===== src/rtl/arbiter_round_robin_wlock_if.sv =====
// Request/grant bundle for arbiter_round_robin_wlock.
// master drives requests, tails, weights and enable; slave is the arbiter.
interface arbiter_round_robin_wlock_if #(
  parameter int NUM_REQS = 4,
  parameter int WEIGHT_W = 3
);
  localparam int ID_W = $clog2(NUM_REQS);

  logic                         enable;
  logic [NUM_REQS-1:0]          requests;
  logic [NUM_REQS-1:0]          tails;
  logic [NUM_REQS*WEIGHT_W-1:0] weights;
  logic [NUM_REQS-1:0]          grants;
  logic                         grant_valid;
  logic [ID_W-1:0]              grant_id;
  logic                         locked;

  modport master (
    output enable, requests, tails, weights,
    input  grants, grant_valid, grant_id, locked
  );

  modport slave (
    input  enable, requests, tails, weights,
    output grants, grant_valid, grant_id, locked
  );
endinterface


===== src/rtl/arbiter_round_robin_wlock.sv =====
// Weighted round-robin arbiter that holds a grant from head to tail flit.
// Define ARB_WEIGHT_EN to honour per-requester weights; otherwise every weight is 1.
module arbiter_round_robin_wlock #(
  parameter int NUM_REQS = 4,
  parameter int WEIGHT_W = 3
) (
  input logic                         clk,
  input logic                         reset,
  arbiter_round_robin_wlock_if.slave  bus
);

  localparam int ID_W = $clog2(NUM_REQS);
  localparam int CW   = WEIGHT_W + 1;

  typedef enum logic {IDLE = 1'b0, LOCKED = 1'b1} state_t;

  state_t              state_q, state_d;
  logic [ID_W-1:0]     ptr_q, ptr_d;
  logic [ID_W-1:0]     owner_q, owner_d;
  logic [ID_W-1:0]     g;
  logic [ID_W-1:0]     g_next;
  logic                hit;
  logic                fire;
  logic [NUM_REQS-1:0] grants_int;

`ifdef ARB_WEIGHT_EN
  logic [WEIGHT_W-1:0] cnt_q, cnt_d;
  logic [WEIGHT_W-1:0] wfield;
  logic [CW-1:0]       n;
  logic [CW-1:0]       w;
`endif

  // Winner selection: the owner while locked, otherwise the first requester at or after ptr.
  always_comb begin
    // NOTE: every combinational output gets a default first so no path can infer a latch.
    g          = '0;
    hit        = 1'b0;
    grants_int = '0;
    if (state_q == LOCKED) begin
      g   = owner_q;
      hit = bus.requests[owner_q];
    end else begin
      for (int i = 0; i < NUM_REQS; i++) begin
        if (!hit && bus.requests[(int'(ptr_q) + i) % NUM_REQS]) begin
          hit = 1'b1;
          g   = ID_W'((int'(ptr_q) + i) % NUM_REQS);
        end
      end
    end
    if (reset && bus.enable && hit) grants_int[g] = 1'b1;
  end

  assign fire   = |grants_int;
  assign g_next = (g == ID_W'(NUM_REQS - 1)) ? '0 : g + 1'b1;

  always_comb begin
    state_d = state_q;
    ptr_d   = ptr_q;
    owner_d = owner_q;
`ifdef ARB_WEIGHT_EN
    cnt_d   = cnt_q;
    wfield  = '0;
    n       = '0;
    w       = '0;
`endif
    if (fire) begin
      if (!bus.tails[g]) begin
        state_d = LOCKED;
        owner_d = g;
      end else begin
        state_d = IDLE;
`ifdef ARB_WEIGHT_EN
        // Packets served in this turn; the turn restarts if someone other than ptr completes.
        n      = (g == ptr_q) ? ({1'b0, cnt_q} + 1'b1) : CW'(1);
        wfield = bus.weights[int'(g)*WEIGHT_W +: WEIGHT_W];
        w      = (wfield == '0) ? CW'(1) : {1'b0, wfield};
        if (n >= w) begin
          ptr_d = g_next;
          cnt_d = '0;
        end else begin
          ptr_d = g;
          cnt_d = n[WEIGHT_W-1:0];
        end
`else
        ptr_d = g_next;
`endif
      end
    end
  end

  always_ff @(posedge clk or negedge reset) begin
    if (!reset) begin
      state_q <= IDLE;
      ptr_q   <= '0;
      owner_q <= '0;
`ifdef ARB_WEIGHT_EN
      cnt_q   <= '0;
`endif
    end else begin
      // NOTE: state registers use non-blocking assignments so every flop samples pre-edge values.
      state_q <= state_d;
      ptr_q   <= ptr_d;
      owner_q <= owner_d;
`ifdef ARB_WEIGHT_EN
      cnt_q   <= cnt_d;
`endif
    end
  end

  assign bus.grants      = grants_int;
  assign bus.grant_valid = fire;
  assign bus.grant_id    = fire ? g : '0;
  assign bus.locked      = reset && (state_q == LOCKED);

  a_grants_onehot: assert property (@(posedge clk) disable iff (!reset)
    $onehot0(bus.grants));
  a_grants_subset: assert property (@(posedge clk) disable iff (!reset)
    (bus.grants & ~bus.requests) == '0);

endmodule


===== src/flat_wrapper.sv =====
// flat-port wrapper written by rule: the top's interface ports become plain ports
module arbiter_round_robin_wlock_flat 
#(
  parameter int NUM_REQS = 4,
  parameter int WEIGHT_W = 3
)
  (clk, reset, bus_enable, bus_requests, bus_tails, bus_weights, bus_grants, bus_grant_valid, bus_grant_id, bus_locked);
  arbiter_round_robin_wlock_if #(.NUM_REQS(NUM_REQS), .WEIGHT_W(WEIGHT_W)) bus_i ();
  input logic clk;
  input logic reset;
  input wire logic [$bits(bus_i.enable)-1:0] bus_enable;
  input wire logic [$bits(bus_i.requests)-1:0] bus_requests;
  input wire logic [$bits(bus_i.tails)-1:0] bus_tails;
  input wire logic [$bits(bus_i.weights)-1:0] bus_weights;
  output wire logic [$bits(bus_i.grants)-1:0] bus_grants;
  output wire logic [$bits(bus_i.grant_valid)-1:0] bus_grant_valid;
  output wire logic [$bits(bus_i.grant_id)-1:0] bus_grant_id;
  output wire logic [$bits(bus_i.locked)-1:0] bus_locked;
  assign bus_i.enable = bus_enable;
  assign bus_i.requests = bus_requests;
  assign bus_i.tails = bus_tails;
  assign bus_i.weights = bus_weights;
  assign bus_grants = bus_i.grants;
  assign bus_grant_valid = bus_i.grant_valid;
  assign bus_grant_id = bus_i.grant_id;
  assign bus_locked = bus_i.locked;
  arbiter_round_robin_wlock #(.NUM_REQS(NUM_REQS), .WEIGHT_W(WEIGHT_W)) u_core (.clk(clk), .reset(reset), .bus(bus_i));
endmodule

===== config.mk =====
export PLATFORM = sky130hd
export DESIGN_NAME = arbiter_round_robin_wlock_flat
export DESIGN_NICKNAME = d
export VERILOG_FILES = /design/src/rtl/arbiter_round_robin_wlock_if.sv /design/src/rtl/arbiter_round_robin_wlock.sv /design/src/flat_wrapper.sv
export SDC_FILE = /design/constraint.sdc
export NUM_CORES = 1
export LEC_CHECK = 0
export ABC_AREA = 1
export CORE_MARGIN = 2
export CORE_UTILIZATION = 46
export CTS_BUF_LIST = sky130_fd_sc_hd__clkbuf_8
export DETAILED_ROUTE_END_ITERATION = 6
export GPL_ROUTABILITY_DRIVEN = 0
export GPL_TIMING_DRIVEN = 0
export PLACE_DENSITY = 0.8
export SLEW_MARGIN = 25
export SYNTH_ARGS = -nofsm -noshare
export SYNTH_HDL_FRONTEND = slang
export SYNTH_SLANG_ARGS = --single-unit

===== constraint.sdc =====
create_clock -name clk -period 2.81 [get_ports clk]
set_clock_uncertainty 0.1 [all_clocks]
set_input_delay 0.562 -clock clk [delete_from_list [all_inputs] [get_ports clk]]
set_output_delay 0.562 -clock clk [all_outputs]
set_load 0.03 [all_outputs]

# Word level (Yosys, flattened, before mapping)
# Cells that the tools add are included.
word_totals:
  reg_bits: 5
  inputBits: 23
  out_inout_bits: 8
  elab_cells: 69
classes:
  addsub: 4
  n_lt_le_gt_ge: 7
  n_eq_ne: 1
  n_mux: 34
  bitwise_logic: 4
  n_reduce_logical: 16
op_table:
  columns: ["op", "count"]
  rows:
  - ["2-to-1 mux 1 bit", 19]
  - ["2-to-1 mux 2 bit", 7]
  - ["binary-select mux 1 bit (select 2 bit)", 6]
  - ["< comparator 3 x 4 -> 1 bit, second input constant", 3]
  - ["< comparator 2 x 3 -> 1 bit, second input constant", 3]
  - ["logical AND 1 bit", 7]
  - ["OR reduction 2 bit", 3]
  - ["adder 2 x 1 -> 2 bit, second input constant", 2]
  - ["adder 2 bit, second input constant", 2]
  - ["2-to-1 mux 4 bit", 1]
  - ["AND reduction 2 bit", 2]
  - ["OR reduction 4 bit", 1]
  - ["bitwise AND 1 bit, first input constant", 3]
  - ["zero test 1 bit", 3]
  - ["demux 1 bit (select 2 bit)", 1]
  - ["== test 2 bit, second input constant", 1]
  - ["greater-or-equal comparator 2 x 1 -> 1 bit, second input constant", 1]
  - ["inverter 1 bit", 1]

# Longest topological paths before layout
# Gate-level depths: netlist (run 1).
depth:
  depth_word: 24
  ltp_mapped: 18
  mapped_depth_nobuf: 18

# Worst setup path before layout (run 1)
# Ideal clock, no wire load.
synth_timing:
  kind: "input-to-output"
  startpoint: "in bus_requests[1]"
  endpoint: "out bus_grant_id[1]"
  arrival_time_ps: 2222
  required_time_ps: 2148
  path_slack_ps: -74
  path_stages: 15
  path_buffers: 0
  cell_sequence: "inv_1 > nand2_1 > nand3_1 > nand2_2 > clkinv_2 > nand3_2 > nor2_2 > nor2_4 > nand2_4 > inv_1 > ha_1 > o211ai_1 > nand2_2 > nand2_1 > inv_2"
synth_via:
  elab_chain_len: 23
  word_cells_on_any_way: 41
  classes_between: "order compare: 2; mux: 30; reduce/logical: 9"
synth_rtl:
  columns: ["item", "line_no", "rtl"]
  rows:
  - ["start, declared", "flat_wrapper.sv:12", "input wire logic [$bits(bus_i.requests)-1:0] bus_requests;"]
  - ["binary-select mux 1 bit (select 2 bit)", "arbiter_round_robin_wlock.sv:44", "if (!hit && bus.requests[(int'(ptr_q) + i) % NUM_REQS]) begin"]
  - ["2-to-1 mux 1 bit (not written as such)", "arbiter_round_robin_wlock.sv:44", null]
  - ["2-to-1 mux 1 bit", "arbiter_round_robin_wlock.sv:44", null]
  - ["2-to-1 mux 1 bit", "arbiter_round_robin_wlock.sv:39", "if (state_q == LOCKED) begin"]
  - ["zero test 1 bit", "arbiter_round_robin_wlock.sv:44", null]
  - ["logical AND 1 bit", "arbiter_round_robin_wlock.sv:44", null]
  - ["2-to-1 mux 1 bit", "arbiter_round_robin_wlock.sv:44", null]
  - ["2-to-1 mux 1 bit", "arbiter_round_robin_wlock.sv:39", null]
  - ["[... 8 more ...]", null, null]
  - ["net u_core.g[0]", "arbiter_round_robin_wlock.sv:20", "logic [ID_W-1:0] g;"]
  - ["< comparator 2 x 3 -> 1 bit (not written as such) or greater-or-equal comparator 2 x 1 -> 1 bit (tied branches)", "arbiter_round_robin_wlock.sv:50", "if (reset && bus.enable && hit) grants_int[g] = 1'b1;"]
  - ["logical AND 1 bit (not written as such)", "arbiter_round_robin_wlock.sv:50", null]
  - ["2-to-1 mux 1 bit (not written as such)", "arbiter_round_robin_wlock.sv:50", null]
  - ["demux 1 bit (select 2 bit) *", null, null]
  - ["2-to-1 mux 4 bit *", "arbiter_round_robin_wlock.sv:50", null]
  - ["OR reduction 4 bit *", "arbiter_round_robin_wlock.sv:53", "assign fire = |grants_int;"]
  - ["net bus_grant_valid", "flat_wrapper.sv:16", "output wire logic [$bits(bus_i.grant_valid)-1:0] bus_grant_valid;"]
  - ["2-to-1 mux 2 bit *", "arbiter_round_robin_wlock.sv:112", "assign bus.grant_id = fire ? g : '0;"]
  - ["end, declared", "flat_wrapper.sv:17", "output wire logic [$bits(bus_i.grant_id)-1:0] bus_grant_id;"]
# Mark *: on every way through the listed nets, which the timed path passes. The rest lies on a longest branch. The select of a mux whose other input is x is not followed.

# Worst setup path in the final report (run 1)
layout_timing:
  startpoint: "reg u_core.ptr_q[0]"
  endpoint: "out bus_grant_id[1]"
layout_via:
  elab_chain_len: 23
  word_cells_on_any_way: 42
  classes_between: "add/sub: 3; order compare: 2; mux: 28; reduce/logical: 9"
layout_rtl:
  columns: ["item", "line_no", "rtl"]
  rows:
  - ["start, declared", "arbiter_round_robin_wlock.sv:18", "logic [ID_W-1:0] ptr_q, ptr_d;"]
  - ["start signal, assigned", "arbiter_round_robin_wlock.sv:102", "ptr_q <= ptr_d;"]
  - ["parallel branches: the longest is 14 deep, another holds adder 2 x 1 -> 2 bit", null, null]
  - ["2-to-1 mux 2 bit *", "arbiter_round_robin_wlock.sv:44", null]
  - ["2-to-1 mux 2 bit *", "arbiter_round_robin_wlock.sv:39", null]
  - ["net u_core.g[0]", "arbiter_round_robin_wlock.sv:20", null]
  - ["< comparator 2 x 3 -> 1 bit (not written as such) or greater-or-equal comparator 2 x 1 -> 1 bit (tied branches)", "arbiter_round_robin_wlock.sv:50", null]
  - ["logical AND 1 bit (not written as such)", "arbiter_round_robin_wlock.sv:50", null]
  - ["2-to-1 mux 1 bit (not written as such)", "arbiter_round_robin_wlock.sv:50", null]
  - ["demux 1 bit (select 2 bit) *", null, null]
  - ["2-to-1 mux 4 bit *", "arbiter_round_robin_wlock.sv:50", null]
  - ["OR reduction 4 bit *", "arbiter_round_robin_wlock.sv:53", null]
  - ["2-to-1 mux 2 bit *", "arbiter_round_robin_wlock.sv:112", null]
# Mark *: on every way through the listed nets, which the timed path passes. The select of a mux whose other input is x is not followed.

==> impl_metrics.py, run 1 <==
metrics = {
    "die": {
        "chipWidth_um": 46.7,
        "start_util_pct": 48.6,
        "row_count": 15,
        "die_y_um": 46.7,
        "core-area_mm2": 0.00173,
        "pin_count": 31,
        "die_area_mm2": 0.00218,
    },
    "grt": {
        "grt_pass1_vias": 1156,
        "antenna_found_initial": 0,
        "grt-ovfl-total": 0,
        "grt_use_total_pct": 32.6,
        "grt_pass1_wl_mm": 4.92,
        "grt_max_degree": 9,
    },
    "setup_path": {
        "endpoint": "bus_grant_id[1]",
        "setup.worst_path.start": "u_core.ptr_q[0]",
        "crit_required_ns": 2.15,
        "path_depth": 17,
        "worstRegToRegCells": 21,
        "crit_family": "simple AND/OR/NAND/NOR gates",
        "max_stage_delay_ns": 0.42,
        "r2r_slack_ns": -0.24,
        "worstPathCellList": "clkinv_4 > nand2_2 > nand2_4 > nand2_1 > nand2_2 > nand2_4 > nand2_2 > nand2_2 > nand3_4 > nand2_8 > inv_4 > ha_4 > o211ai_1 > nand2_2 > nand2_2 > inv_2 > buf_6",
        "crit_top_cell": "nand2_2",
        "slowest_stage": "dfrtp_2",
        "cp.arrival_ns": 2.59,
        "path_max_fanout": 8,
        "timing.rr.end": "u_core.owner_q[0]",
        "reg2reg_from": "u_core.ptr_q[0]",
        "critPathCaptureType": "output pin",
        "critical_path_buf_inv_count": 4,
        "crit_type": "register to output pin",
        "critPathLaunchType": "register",
    },
    "placement": {
        "io_buffers": 18,
        "dp_cells": 192,
        "dp_hpwl_mm": 1.64,
        "placed_cell_area_mm2": 0.00106,
    },
    "cts": {
        "clkTransAtPathRegs_ns": 0.04,
        "clock-sinks": 5,
        "cts_buffer_depth": 2,
        "cts_max_level": 1,
        "cts_tree": "done",
        "clockRootBuffer": "clkbuf_8",
        "clkLatencyLatePin_ns": 0.23,
        "numCtsBuffers": 3,
    },
    "finish": {
        "layout.cells.non_filler": 223,
        "nFillCells": 64,
        "drive_above_1_share_pct": 61.6,
        "fin_nets": 226,
        "multi_input_area_um2": 916,
        "seqCellArea_um2": 128,
        "final_area_mm2": 0.00161,
        "area_growth_pct": 92.2,
        "antennaDiodeCount": 0,
    },
    "detailed_routing": {
        "drtAntennaViolNets": 0,
        "drtIter0Drc": 64,
        "drcViolationCount": 0,
        "wirelength_mm": 4.57,
        "vias_per_cell": 6.20,
        "wl_per_cell_um": 20.5,
        "firstDrtPassIters": 4,
        "via_count": 1383,
    },
    "synth": {
        "synth_top_family_by_area": "simple AND/OR/NAND/NOR gates",
        "yosysMostFrequentCell": "nand2_1",
        "yosys-top-cells-area": "nand2_1 25%, dfrtp_1 15%, nand3_1 13%, inv_1 8.1%, nand2_2 6.7%",
        "synthAdderAreaFrac_pct": 5.97,
        "syn_area_um2": 838,
        "synthSimpleGateAreaFrac_pct": 62.2,
        "synth_edf_count": 0,
        "synth-compound-area-share_pct": 4.18,
        "synthTopCellsByCount": "56 x nand2_1, 21 x nand3_1, 18 x inv_1",
        "synthMuxAreaShare_pct": 0,
        "syn_area_per_cell_um2": 5.63,
        "postSynthCellCount": 149,
        "ys_async_sr_fraction_pct": 100,
        "yosysSeqAreaShare_pct": 14.9,
        "yosysTopAreaCell": "nand2_1",
        "synth-seq-cells": 5,
        "synth_top_area_share_pct": 25.1,
        "synth_xor_area_share_pct": 0,
        "synth_flop_cell": "dfrtp_1",
        "synth_nets": 176,
        "synth_cell_types": 19,
        "yosysWarnings": 0,
    },
    "sta": {
        "min_period_over_period_pct": 116,
        "maxSlewViolCount": 0,
        "hold_violations": 0,
        "fin_hold_ws_ns": 0.221,
        "tightest_slew_ns": 0.321,
        "fin_crit_ns": 3.25,
        "rsz0062_at_grt": "yes",
        "fmaxAchievable_mhz": 307,
        "fin_ws_ns": -0.442,
        "relSlewSlack_pct": 78.5,
        "setup_viol": 12,
    },
    "run_status": {
        "violations": "negative setup slack",
        "outcome": "complete, but fails checks",
    },
    "min_path": {
        "hp-class": "input pin to asynchronous set/reset pin",
    },
    "run": {
        "cap_violations": 0,
    },
}
[registers in the layout, indices dropped and copies added, names as in the netlist]
register	count
u_core.ptr_q	2
u_core.state_q	1
u_core.owner_q	2
[cells by family (layout without fill, tap and decap cells)]
| kind of cell | after synthesis | in the layout |
|---|---|---|
| AND/OR/NAND/NOR | 108 | 108 |
| flip-flops | 5 | 5 |
| AO/OA/AOI/OAI | 6 | 6 |
| adder cells (fa/ha/maj) | 4 | 4 |
| buffers and inverters | 26 | 75 |
[routing by layer]
layer	up-vias	routed length [µm]	GRT usage (%)
li1	564	-	-
met1	631	1490	35.2
met2	132	2200	59.4
met3	56	470	3.53
met4	0	411	20.6
met5	-	0	0
[what timing repair did]
item,CTS,global route
buffers inserted,22,6
resized for setup,99,51
pin swaps,33,27
setup endpoints to repair,12,12
hold buffers,0,0
cloned,1,0
[final cells by class]
| type | count | area share (%) |
|---|---|---|
| Buffer | 1 | 0.699 |
| Clock buffer | 3 | 2.56 |
| Clock inverter | 1 | 0.311 |
| Inverter | 25 | 6.75 |
| Multi-Input combinational cell | 118 | 56.8 |
| Sequential cell | 5 | 7.92 |
| Tap cell | 25 | 1.94 |
| Timing Repair Buffer | 45 | 23.0 |
[stage by stage]
stage          util, %  TNS (ns)  worst slack (ns)
5_1_grt           93.3     -3.06            -0.473
3_3_place_gp      61.7     -7.65             -1.19
3_5_place_dp      61.7     -8.24             -1.23
6_report          93.3     -2.60            -0.442
2_1_floorplan        -   -0.0461           -0.0332
4_1_cts           81.5    -0.518            -0.215
[cells in the final DEF, fill, tap and decap left out, types with 3 or more instances in the layout]
| cell type | netlist | final |
|---|---|---|
| a21oi_1 | 3 | 3 |
| buf_2 | 0 | 4 |
| buf_4 | 0 | 27 |
| buf_6 | 1 | 7 |
| clkbuf_8 | 0 | 3 |
| clkdlybuf4s50_1 | 0 | 6 |
| dfrtp_1 | 5 | 3 |
| ha_4 | 0 | 4 |
| inv_1 | 18 | 12 |
| inv_2 | 6 | 9 |
| nand2_1 | 56 | 27 |
| nand2_2 | 9 | 22 |
| nand2_4 | 1 | 16 |
| nand3_1 | 21 | 14 |
| nand3_2 | 5 | 8 |
| nand3_4 | 0 | 4 |
| nor2_1 | 9 | 4 |
| nor2_2 | 2 | 3 |
| nor2_4 | 2 | 6 |
[worst min-delay path by stage]
stage	slack [ns]	cells after the start	to	from
2_1_floorplan	0.17	0	u_core.owner_q[0]	reset
3_3_place_gp	0.40	2	u_core.owner_q[1]	u_core.owner_q[1]
3_5_place_dp	0.40	2	u_core.owner_q[1]	u_core.owner_q[1]
4_1_cts	0.21	1	u_core.ptr_q[0]	reset
5_1_grt	0.24	1	u_core.owner_q[0]	reset
6_report	0.22	1	u_core.state_q	reset
[worst reg2reg max path, delay by kind of cell (launching register included)]
kind | cells | cell delay (ns)
DFF | 1 | 0.42
buffers and inverters | 6 | 0.72
adders and majority gates | 1 | 0.16
and+or+nand+nor | 13 | 1.31
AOI/OAI and AO/OA | 1 | 0.30
Power of run 1 is left out: the tool's default activity adds up to more than one toggle a clock period on the data nets, which glitch-free logic cannot reach.
==> run 2: changes to the inputs <==
--- a/config.mk
+++ b/config.mk
@@ -9,6 +9,7 @@
 export CORE_MARGIN = 2
 export CORE_UTILIZATION = 46
 export CTS_BUF_LIST = sky130_fd_sc_hd__clkbuf_8
+export CTS_CLUSTER_SIZE = 14
 export DETAILED_ROUTE_END_ITERATION = 6
 export GPL_ROUTABILITY_DRIVEN = 0
 export GPL_TIMING_DRIVEN = 0
==> results of run 2 <==
The final DEF is identical to that of run 1; final timing and power are the same.
Power of run 2 is left out for the same reason.
==> run 3: changes to the inputs <==
--- a/config.mk
+++ b/config.mk
@@ -7,13 +7,14 @@
 export LEC_CHECK = 0
 export ABC_AREA = 1
 export CORE_MARGIN = 2
-export CORE_UTILIZATION = 46
+export CORE_UTILIZATION = 41
 export CTS_BUF_LIST = sky130_fd_sc_hd__clkbuf_8
 export CTS_CLUSTER_SIZE = 14
 export DETAILED_ROUTE_END_ITERATION = 6
 export GPL_ROUTABILITY_DRIVEN = 0
 export GPL_TIMING_DRIVEN = 0
-export PLACE_DENSITY = 0.8
+export PLACE_DENSITY = 0.75
+export REMOVE_ABC_BUFFERS = 1
 export SLEW_MARGIN = 25
 export SYNTH_ARGS = -nofsm -noshare
 export SYNTH_HDL_FRONTEND = slang
==> constraint.sdc (replaced) <==
create_clock -name clk -period 2.7 [get_ports clk]
set_clock_uncertainty 0.1 [all_clocks]
set_input_delay 0.54 -clock clk [delete_from_list [all_inputs] [get_ports clk]]
set_output_delay 0.54 -clock clk [all_outputs]
set_load 0.03 [all_outputs]
==> run 3 against run 2 <==
- the run still ends with negative setup slack left
- sequential share of layout area increased by 0.17 points
- wire length is 23% lower
- highest routed layer unchanged
- die area grew 11%
- non-clock buffer count rose by 4
- critical path type unchanged
==> impl_metrics.py, run 3 (synthesis results as in run 1) <==
metrics = {
    "cts": {
        "numCtsBuffers": 3,
        "clkLatencyLatePin_ns": 0.22,
        "cts_buffer_depth": 2,
        "cts_tree": "done",
        "clock-sinks": 5,
        "cts_max_level": 1,
        "clkTransAtPathRegs_ns": 0.04,
        "clockRootBuffer": "clkbuf_8",
    },
    "grt": {
        "grtUsageMet2_pct": 48.0,
        "grt_max_degree": 8,
        "antenna_found_initial": 0,
        "met3_usage_pct": 4.29,
        "grt_pass1_wl_mm": 4.42,
        "grt-ovfl-total": 0,
        "grt_pass1_vias": 1156,
        "grt.busiest_layer": "met2",
        "use_met1_pct": 21.5,
        "grt_use_total_pct": 23.1,
    },
    "setup_path": {
        "critPathCaptureType": "output pin",
        "path_max_fanout": 7,
        "critPathLaunchType": "register",
        "crit_required_ns": 2.06,
        "cp.arrival_ns": 2.67,
        "setup.worst_path.start": "u_core.ptr_q[0]",
        "crit_type": "register to output pin",
        "reg2reg_from": "u_core.ptr_q[0]",
    },
    "finish": {
        "area_growth_pct": 88.2,
        "postLayoutCoreUtil_pct": 81.3,
        "final_cell_mix": "39 x nand2_1, 31 x buf_4, 23 x nand2_2",
        "antennaDiodeCount": 0,
        "final_common_cell": "nand2_1",
        "fin_nets": 231,
        "layout.cells.non_filler": 230,
        "drive_above_1_share_pct": 56.2,
        "reg_top3": "u_core.owner_q x2, u_core.ptr_q x2, u_core.state_q x1",
    },
    "power_and_ir_drop": {
        "p_total_mw": 2.53,
        "leakage_nw": 0.808,
        "ir_drop_mv": 1.30,
        "p_per_area_mw_per_mm2": 1600,
    },
    "run": {
        "cap_violations": 0,
    },
    "sta": {
        "relSlewSlack_pct": 75.5,
        "fin_crit_ns": 3.31,
        "fin_ws_ns": -0.612,
        "maxSlewViolCount": 0,
        "fin_hold_ws_ns": 0.0741,
        "tightest_slew_ns": 0.366,
        "fmaxAchievable_mhz": 302,
        "min_period_over_period_pct": 123,
        "hold_violations": 0,
        "rsz0062_at_grt": "yes",
        "setup_viol": 12,
    },
    "detailed_routing": {
        "via_count": 1249,
        "wl_per_cell_um": 15.3,
        "drtIter0Drc": 32,
        "drtAntennaViolNets": 0,
        "wirelength_mm": 3.51,
        "firstDrtPassIters": 4,
        "vias_per_cell": 5.43,
        "drcViolationCount": 0,
    },
    "die": {
        "die_area_mm2": 0.00242,
        "chipWidth_um": 49.2,
        "pin_count": 31,
        "start_util_pct": 43.2,
        "row_count": 16,
        "die_y_um": 49.2,
        "core-area_mm2": 0.00194,
    },
    "run_status": {
        "violations": "negative setup slack",
        "outcome": "complete, but fails checks",
    },
    "placement": {
        "place_ws_ns": -1.38,
        "io_buffers": 18,
        "dp_hpwl_mm": 1.70,
        "dp_cells": 193,
    },
    "min_path": {
        "hp-class": "input pin to asynchronous set/reset pin",
    },
}
## run 3: cell count changes in the layout (fill, tap and decap cells not counted), moves of 2 or more
cell | before | now
clkdlybuf4s15_1 | 0 | 2
clkinv_4 | 2 | 0
nand3_2 | 8 | 10
buf_4 | 27 | 31
buf_2 | 4 | 1
nand2_4 | 16 | 3
nand2_1 | 27 | 39
## run 3: what timing repair did
action / in CTS / in global routing
gates resized for setup: 81 / 45
pin swaps: 18 / 29
cloned: 1 / 0
setup buffers: 22 / 10
hold buffers: 0 / 0
setup endpoints to repair: 12 / 13
## run 3: power breakdown
group / switching (mW) / leakage (nW) / internal [mW]
Sequential: 0.0604 / 0.0606 / 0.114
Clock: 0.0390 / 0.0269 / 0.0977
Combinational: 1.25 / 0.720 / 0.971
## run 3: final timing paths
path | slack, ns | to | depth (start not counted)
worst min-delay path | 0.07 | u_core.ptr_q[1] | 1
max in group asynchronous | 2.19 | u_core.ptr_q[0] | 1
worst max-delay path | -0.61 | bus_grant_id[1] | 17
worst max register to register | -0.08 | u_core.ptr_q[0] | 18
worst min register to register | 0.44 | u_core.owner_q[1] | 2
min in group clk | 0.44 | u_core.owner_q[1] | 2
## run 3: per-stage QoR
stage | instance area [µm²] | TNS (ns)
floorplan | 827 | -0.403
global placement | 1040 | -9.00
detailed placement | 1040 | -9.89
CTS | 1330 | -1.58
global route | 1580 | -4.29
finish | 1580 | -3.00
## run 3: final cells by class
| type | count | area (µm²) |
|---|---|---|
| Clock buffer | 3 | 41.3 |
| Clock inverter | 1 | 3.75 |
| Fill cell | 114 | 364 |
| Inverter | 25 | 109 |
| Multi-Input combinational cell | 118 | 823 |
| Sequential cell | 5 | 128 |
| Tap cell | 27 | 33.8 |
| Timing Repair Buffer | 50 | 432 |
| Timing Repair inverter | 1 | 7.51 |
## run 3: metal layers
metal	wire length [µm]	up-vias
li1	-	580
met5	0	-
met3	203	19
met2	1870	68
met1	1270	582
met4	173	0
## run 3: critical path, stage by stage (launching register included)
cell and delay, ns:
dfrtp_2 0.48, inv_4 0.07, nand2_1 0.12, nand2_2 0.09
nand2_2 0.12, nand2_4 0.08, inv_4 0.08, nand2_1 0.10
nand2_2 0.13, nand3_4 0.11, nand2_8 0.13, inv_8 0.05
ha_4 0.16, o211ai_1 0.32, nand2_2 0.14, nand2_2 0.08
inv_2 0.04, buf_6 0.13
Power figures use the tool's default switching activity.
==> RTL change 1 (settings of run 2) <==
Add a define of `ARB_WEIGHT_EN`.
--- a/src/rtl/arbiter_round_robin_wlock.sv
+++ b/src/rtl/arbiter_round_robin_wlock.sv
@@ -1,4 +1,6 @@
 // Weighted round-robin arbiter that holds a grant from head to tail flit.
 // Define ARB_WEIGHT_EN to honour per-requester weights; otherwise every weight is 1.
+`define ARB_WEIGHT_EN
+
 module arbiter_round_robin_wlock #(
   parameter int NUM_REQS = 4,
Function: changed (a bounded check fails within 4 cycles, from zero or initial values and one cycle with reset low).
==> RTL change 1 against run 2 <==
  * The flow still finishes with violations (setup timing)
  * Sequential share of layout area up 2.7 points
  * Final area up 18%
  * Synthesized area up 39%
  * Setup slack better by 0.088 ns
  * Wire length down 18%
  * Register-to-register slack worse by 0.04 ns
  * Hold slack better by 0.083 ns
  * Sequential cell count up 3
  * Critical endpoint unchanged
  * Largest cell class unchanged
  * Highest routed layer unchanged
Power is not shown: default switching activity piles up to over one toggle a cycle in this logic, so the estimate is an artifact.
==> RTL change 1: results (changes against run 2) <==
GRT
  – M2 GR Usage: 0.452 (-0.143)
  – Largest net degree at the start of global routing: 11 (+2)
  – Vias in the first global route: 1,270 (+9.9%)
  – GRT Total Usage: 0.245 (-0.0810)

Layout
  – Layout cells sized above 1: 0.428 (-0.188)
  – Area grow syn2layout: 63.8%
  – Largest regs: u_core.cnt_q (3), u_core.owner_q (2), u_core.ptr_q (2)
  – Post-layout nets: 269 (+19%)
  – Filler cells: 171 (+170%)

Place
  – Port Buffers: 30 (+12)
  – HPWL after DPL: 2.47 mm (+51%)
  – Placed Area: 1610 um^2 (+51%)
  – Setup WS pre-CTS: -1.35 ns (-0.120 ns)

Synthesis
  – Post-synth cell types: 24 (+5)
  – Synth Area in Adders: 0.0862 (+0.0265)
  – Most frequent cells after synthesis: nand2_1, inv_1, nand3_1
  – Syn Inst Count: 186 (+25%)

Routing
  – WL final: 3.76 mm (-18%)
  – Via/cell ratio: 5.19 (-16%)
  – DR WL/cell: 14.1 um (-31%)

STA
  – # setup viols final: 11 (-1)
  – Post-route worst setup slack: -0.354 ns (+0.0882 ns)
  – Slew @ Worst Pin: 0.506 ns (+0.185 ns)

Worst setup path
  – Reg2reg end: u_core.cnt_q[1]

Status
  – Outcome: finished with violations
  – Failing checks: setup timing
RTL change 1: changes by cell type in the layout (fill, tap and decap cells not counted), moves of 3 or more:
cell and delta:
nor2_4 -4, o21ai_0 +3, nand2_1 +30, nand3_2 -3, dfrtp_1 +4, o21ai_1 +3
clkdlybuf4s50_1 +12, nand2_2 -3, nand2_4 -7, buf_4 -11, nor2_1 +4, ha_1 +4
RTL change 1: worst max-delay path: stages, from the launching register on:
cell     delay, ns
dfrtp_1       0.38
buf_6         0.15
nand2_1       0.08
nand2_2       0.07
nand2_2       0.09
nand2_4       0.08
nor2_8        0.14
nand3_4       0.08
nand2_2       0.06
nand2_2       0.06
nand3_4       0.08
nand2_4       0.09
inv_6         0.09
buf_12        0.10
ha_4          0.12
inv_2         0.05
a41oi_4       0.21
inv_2         0.10
nor2_4        0.10
buf_6         0.13
RTL change 1: cell type report:
type | count | share of cell area
multi-input cells | 149 | 0.539
repair buffers | 47 | 0.236
flip-flops and latches | 8 | 0.106
inverters | 27 | 0.0638
clock buffers | 3 | 0.0217
well taps | 30 | 0.0197
plain buffers | 2 | 0.0138
RTL change 1: repair_timing:
action	4_1_cts	5_1_grt
resized for setup	79	13
pin swaps	26	6
cloned	1	0
buffers inserted	13	3
setup endpoints to repair	16	12
RTL change 1: layer usage:
| metal | wire length, um | share of wire |
|---|---|---|
| met5 | 0 | 0 |
| met4 | 29 | 0.0077 |
| met3 | 121 | 0.032 |
| met2 | 2070 | 0.55 |
| met1 | 1530 | 0.41 |
RTL change 1: cells by family after synthesis:
group,count (synthesis)
AOI/OAI and AO/OA,12
adders and majority gates,8
buffers and inverters,29
DFF,8
and+or+nand+nor,129
==> RTL change 2 (settings of run 2) <==
Without the edit above. Make the reset (`reset`) synchronous in one clocked block.
--- a/src/rtl/arbiter_round_robin_wlock.sv
+++ b/src/rtl/arbiter_round_robin_wlock.sv
@@ -89,5 +89,5 @@
   end
 
-  always_ff @(posedge clk or negedge reset) begin
+  always_ff @(posedge clk) begin
     if (!reset) begin
       state_q <= IDLE;
Check against the original RTL: no difference found for any inputs over 4 cycles, from zero or initial values and one cycle with reset low; that may be too few to reach the edited logic, so the function may still have changed.
==> RTL change 2 against run 2 <==
  * The flow still finishes with violations (setup timing)
  * Register-to-register slack improved by 0.54 ns
  * Final area down 3.9%
  * Wire length shrank 30%
  * Via count shrank 15%
  * Setup slack improved by 0.23 ns
  * Highest routed layer unchanged
  * Critical endpoint unchanged
  * Synthesized area up 8.1%
  * Largest cell class unchanged
  * Die area is 7.3% higher
  * Sequential cell count stayed put
Power is left out: the tool's default activity adds up to more than one toggle a clock period on the data nets, which glitch-free logic cannot reach.
==> RTL change 2: results (changes against run 2) <==
Clocking
  – Post_cts resized: 95 (-4.0%)
  – Clk buf depth: 2 (unchanged)
  – Root buffer cell: clkbuf_8
  – Clock sink count: 5 (unchanged)
  – Number of setup buffers added after CTS: 14 (-36%)
  – Clock H-tree levels: 1 (unchanged)
  – Clock-pin slew on the worst setup and hold paths: 0.03 ns

Worst setup path
  – Crit Path Max Fanout: 5 (-3)
  – CP max-delay cell: o211ai_4
  – Critical path arrival: 2.36 ns (-0.23 ns)
  – Max stage delay on crit path: 0.21 ns (-0.21 ns)
  – Critical path's top delay family: simple AND/OR/NAND/NOR gates

Layout
  – Fraction of area in multi-input gates: 0.578 (+0.0100)
  – Layout cells sized above 1: 0.570 (-0.0462)
  – Non-clk bufs: 43 (-6.5%)
  – Area grow syn2layout: 71.0%
  – Filler cells: 111 (+73%)
  – Comb_multi_in: 115 (-2.5%)
  – Largest regs: u_core.owner_q (2), u_core.ptr_q (2), u_core.state_q (1)
  – Finished Layout Cells: 220 (-1.3%)
  – Number of clock buffers in the layout: 3 (unchanged)
  – Clock tree cell share of total cell area: 0.0291 (+0.000352)
  – Inverters: 26 (+4.0%)
  – Non-clock buffer share: 0.222 (-0.0147)
  – Register area: 105 um^2 (-18%)
  – Multi-input gate area: 896 um^2 (-2.2%)

Synthesis
  – Syn. warnings: 0 (unchanged)
  – Fraction of registers with async set/reset: 0 (-1.00)
  – Top post-synthesis cells by area: nand2_1, nand2_2, dfxtp_1
  – Post-synth cell types: 20 (+1)
  – Top_reg_cell synth: dfxtp_1
  – Syn Inst Count: 146 (-2.0%)
  – Sequential fraction of the synthesis area: 0.110 (-0.0388)
  – Most frequent cells after synthesis: nand2_1, inv_1, nand2_2
  – Synthesized net count: 173 (-1.7%)

STA
  – Post-route worst setup slack: -0.216 ns (+0.226 ns)
  – Slew @ Worst Pin: 0.328 ns (+0.00663 ns)
  – # setup viols final: 4 (-8)

GRT
  – Vias in the first global route: 1,055 (-8.7%)
  – Largest net degree at the start of global routing: 8 (-1)
  – M1 GR Usage: 0.298 (-0.0540)
  – GRT Total Usage: 0.257 (-0.0691)
  – First-pass GRT wire length: 4.73 mm (-3.9%)
  – M2 GR Usage: 0.475 (-0.120)
  – M3 GR Usage: 0.0340 (-0.00134)

Routing
  – Initial drt markers: 42 (-34%)
  – DR vias: 1,179 (-15%)
  – WL final: 3.18 mm (-30%)

Place
  – HPWL after DPL: 1.75 mm (+6.5%)
  – Cell Count Post-Placement: 191 (-0.52%)
  – Port Buffers: 18 (unchanged)
  – Placed Area: 1120 um^2 (+5.2%)

Status
  – Outcome: finished with violations
  – Failing checks: setup timing

Min path
  – Min-Delay Path Class: reg2reg
[RTL change 2: kinds of logic (layout without fill, tap and decap cells)]
| family | count (synthesis) | after routing | synth area share |
|---|---|---|---|
| AO/OA/AOI/OAI | 6 | 6 | 0.0525 |
| flip-flops | 5 | 5 | 0.111 |
| adder cells (fa/ha/maj) | 4 | 4 | 0.0553 |
| AND/OR/NAND/NOR | 105 | 105 | 0.657 |
| buffers and inverters | 26 | 73 | 0.124 |
[RTL change 2: worst paths after layout]
check,slack [ns],cells after the start,endpoint,from
setup reg to reg,0.30,19,u_core.ptr_q[0],u_core.ptr_q[0]
setup / recovery,-0.22,18,bus_grant_id[1],bus_requests[1]
hold reg to reg,0.47,4,u_core.owner_q[1],u_core.owner_q[1]
hold / removal,0.47,4,u_core.owner_q[1],u_core.owner_q[1]
[RTL change 2: per-stage QoR]
step	setup TNS, ns	worst slack (ns)
2_1_floorplan	0	-0.000000888
3_3_place_gp	-6.64	-1.04
3_5_place_dp	-7.49	-1.10
4_1_cts	-0.211	-0.0980
5_1_grt	-0.990	-0.289
6_report	-0.552	-0.216
[RTL change 2: worst register-to-register path, stage by stage, from the launching register on]
cell	delay, ns
dfxtp_2	0.34
buf_8	0.15
clkinv_8	0.08
nand2_2	0.06
nand2_2	0.08
nor2_4	0.12
inv_1	0.06
nand3_2	0.11
nor2_4	0.06
nor2_4	0.11
nand2_4	0.10
buf_4	0.15
ha_4	0.16
o211ai_4	0.21
nand2_4	0.07
buf_4	0.16
nand3_2	0.10
nand2_1	0.06
nand2_1	0.06
nor2_1	0.04
[RTL change 2: layer usage]
metal  part of all wire  wire (um)
met1               0.40       1270
met2               0.52       1650
met3              0.047        150
met4              0.036        114
met5                  0          0
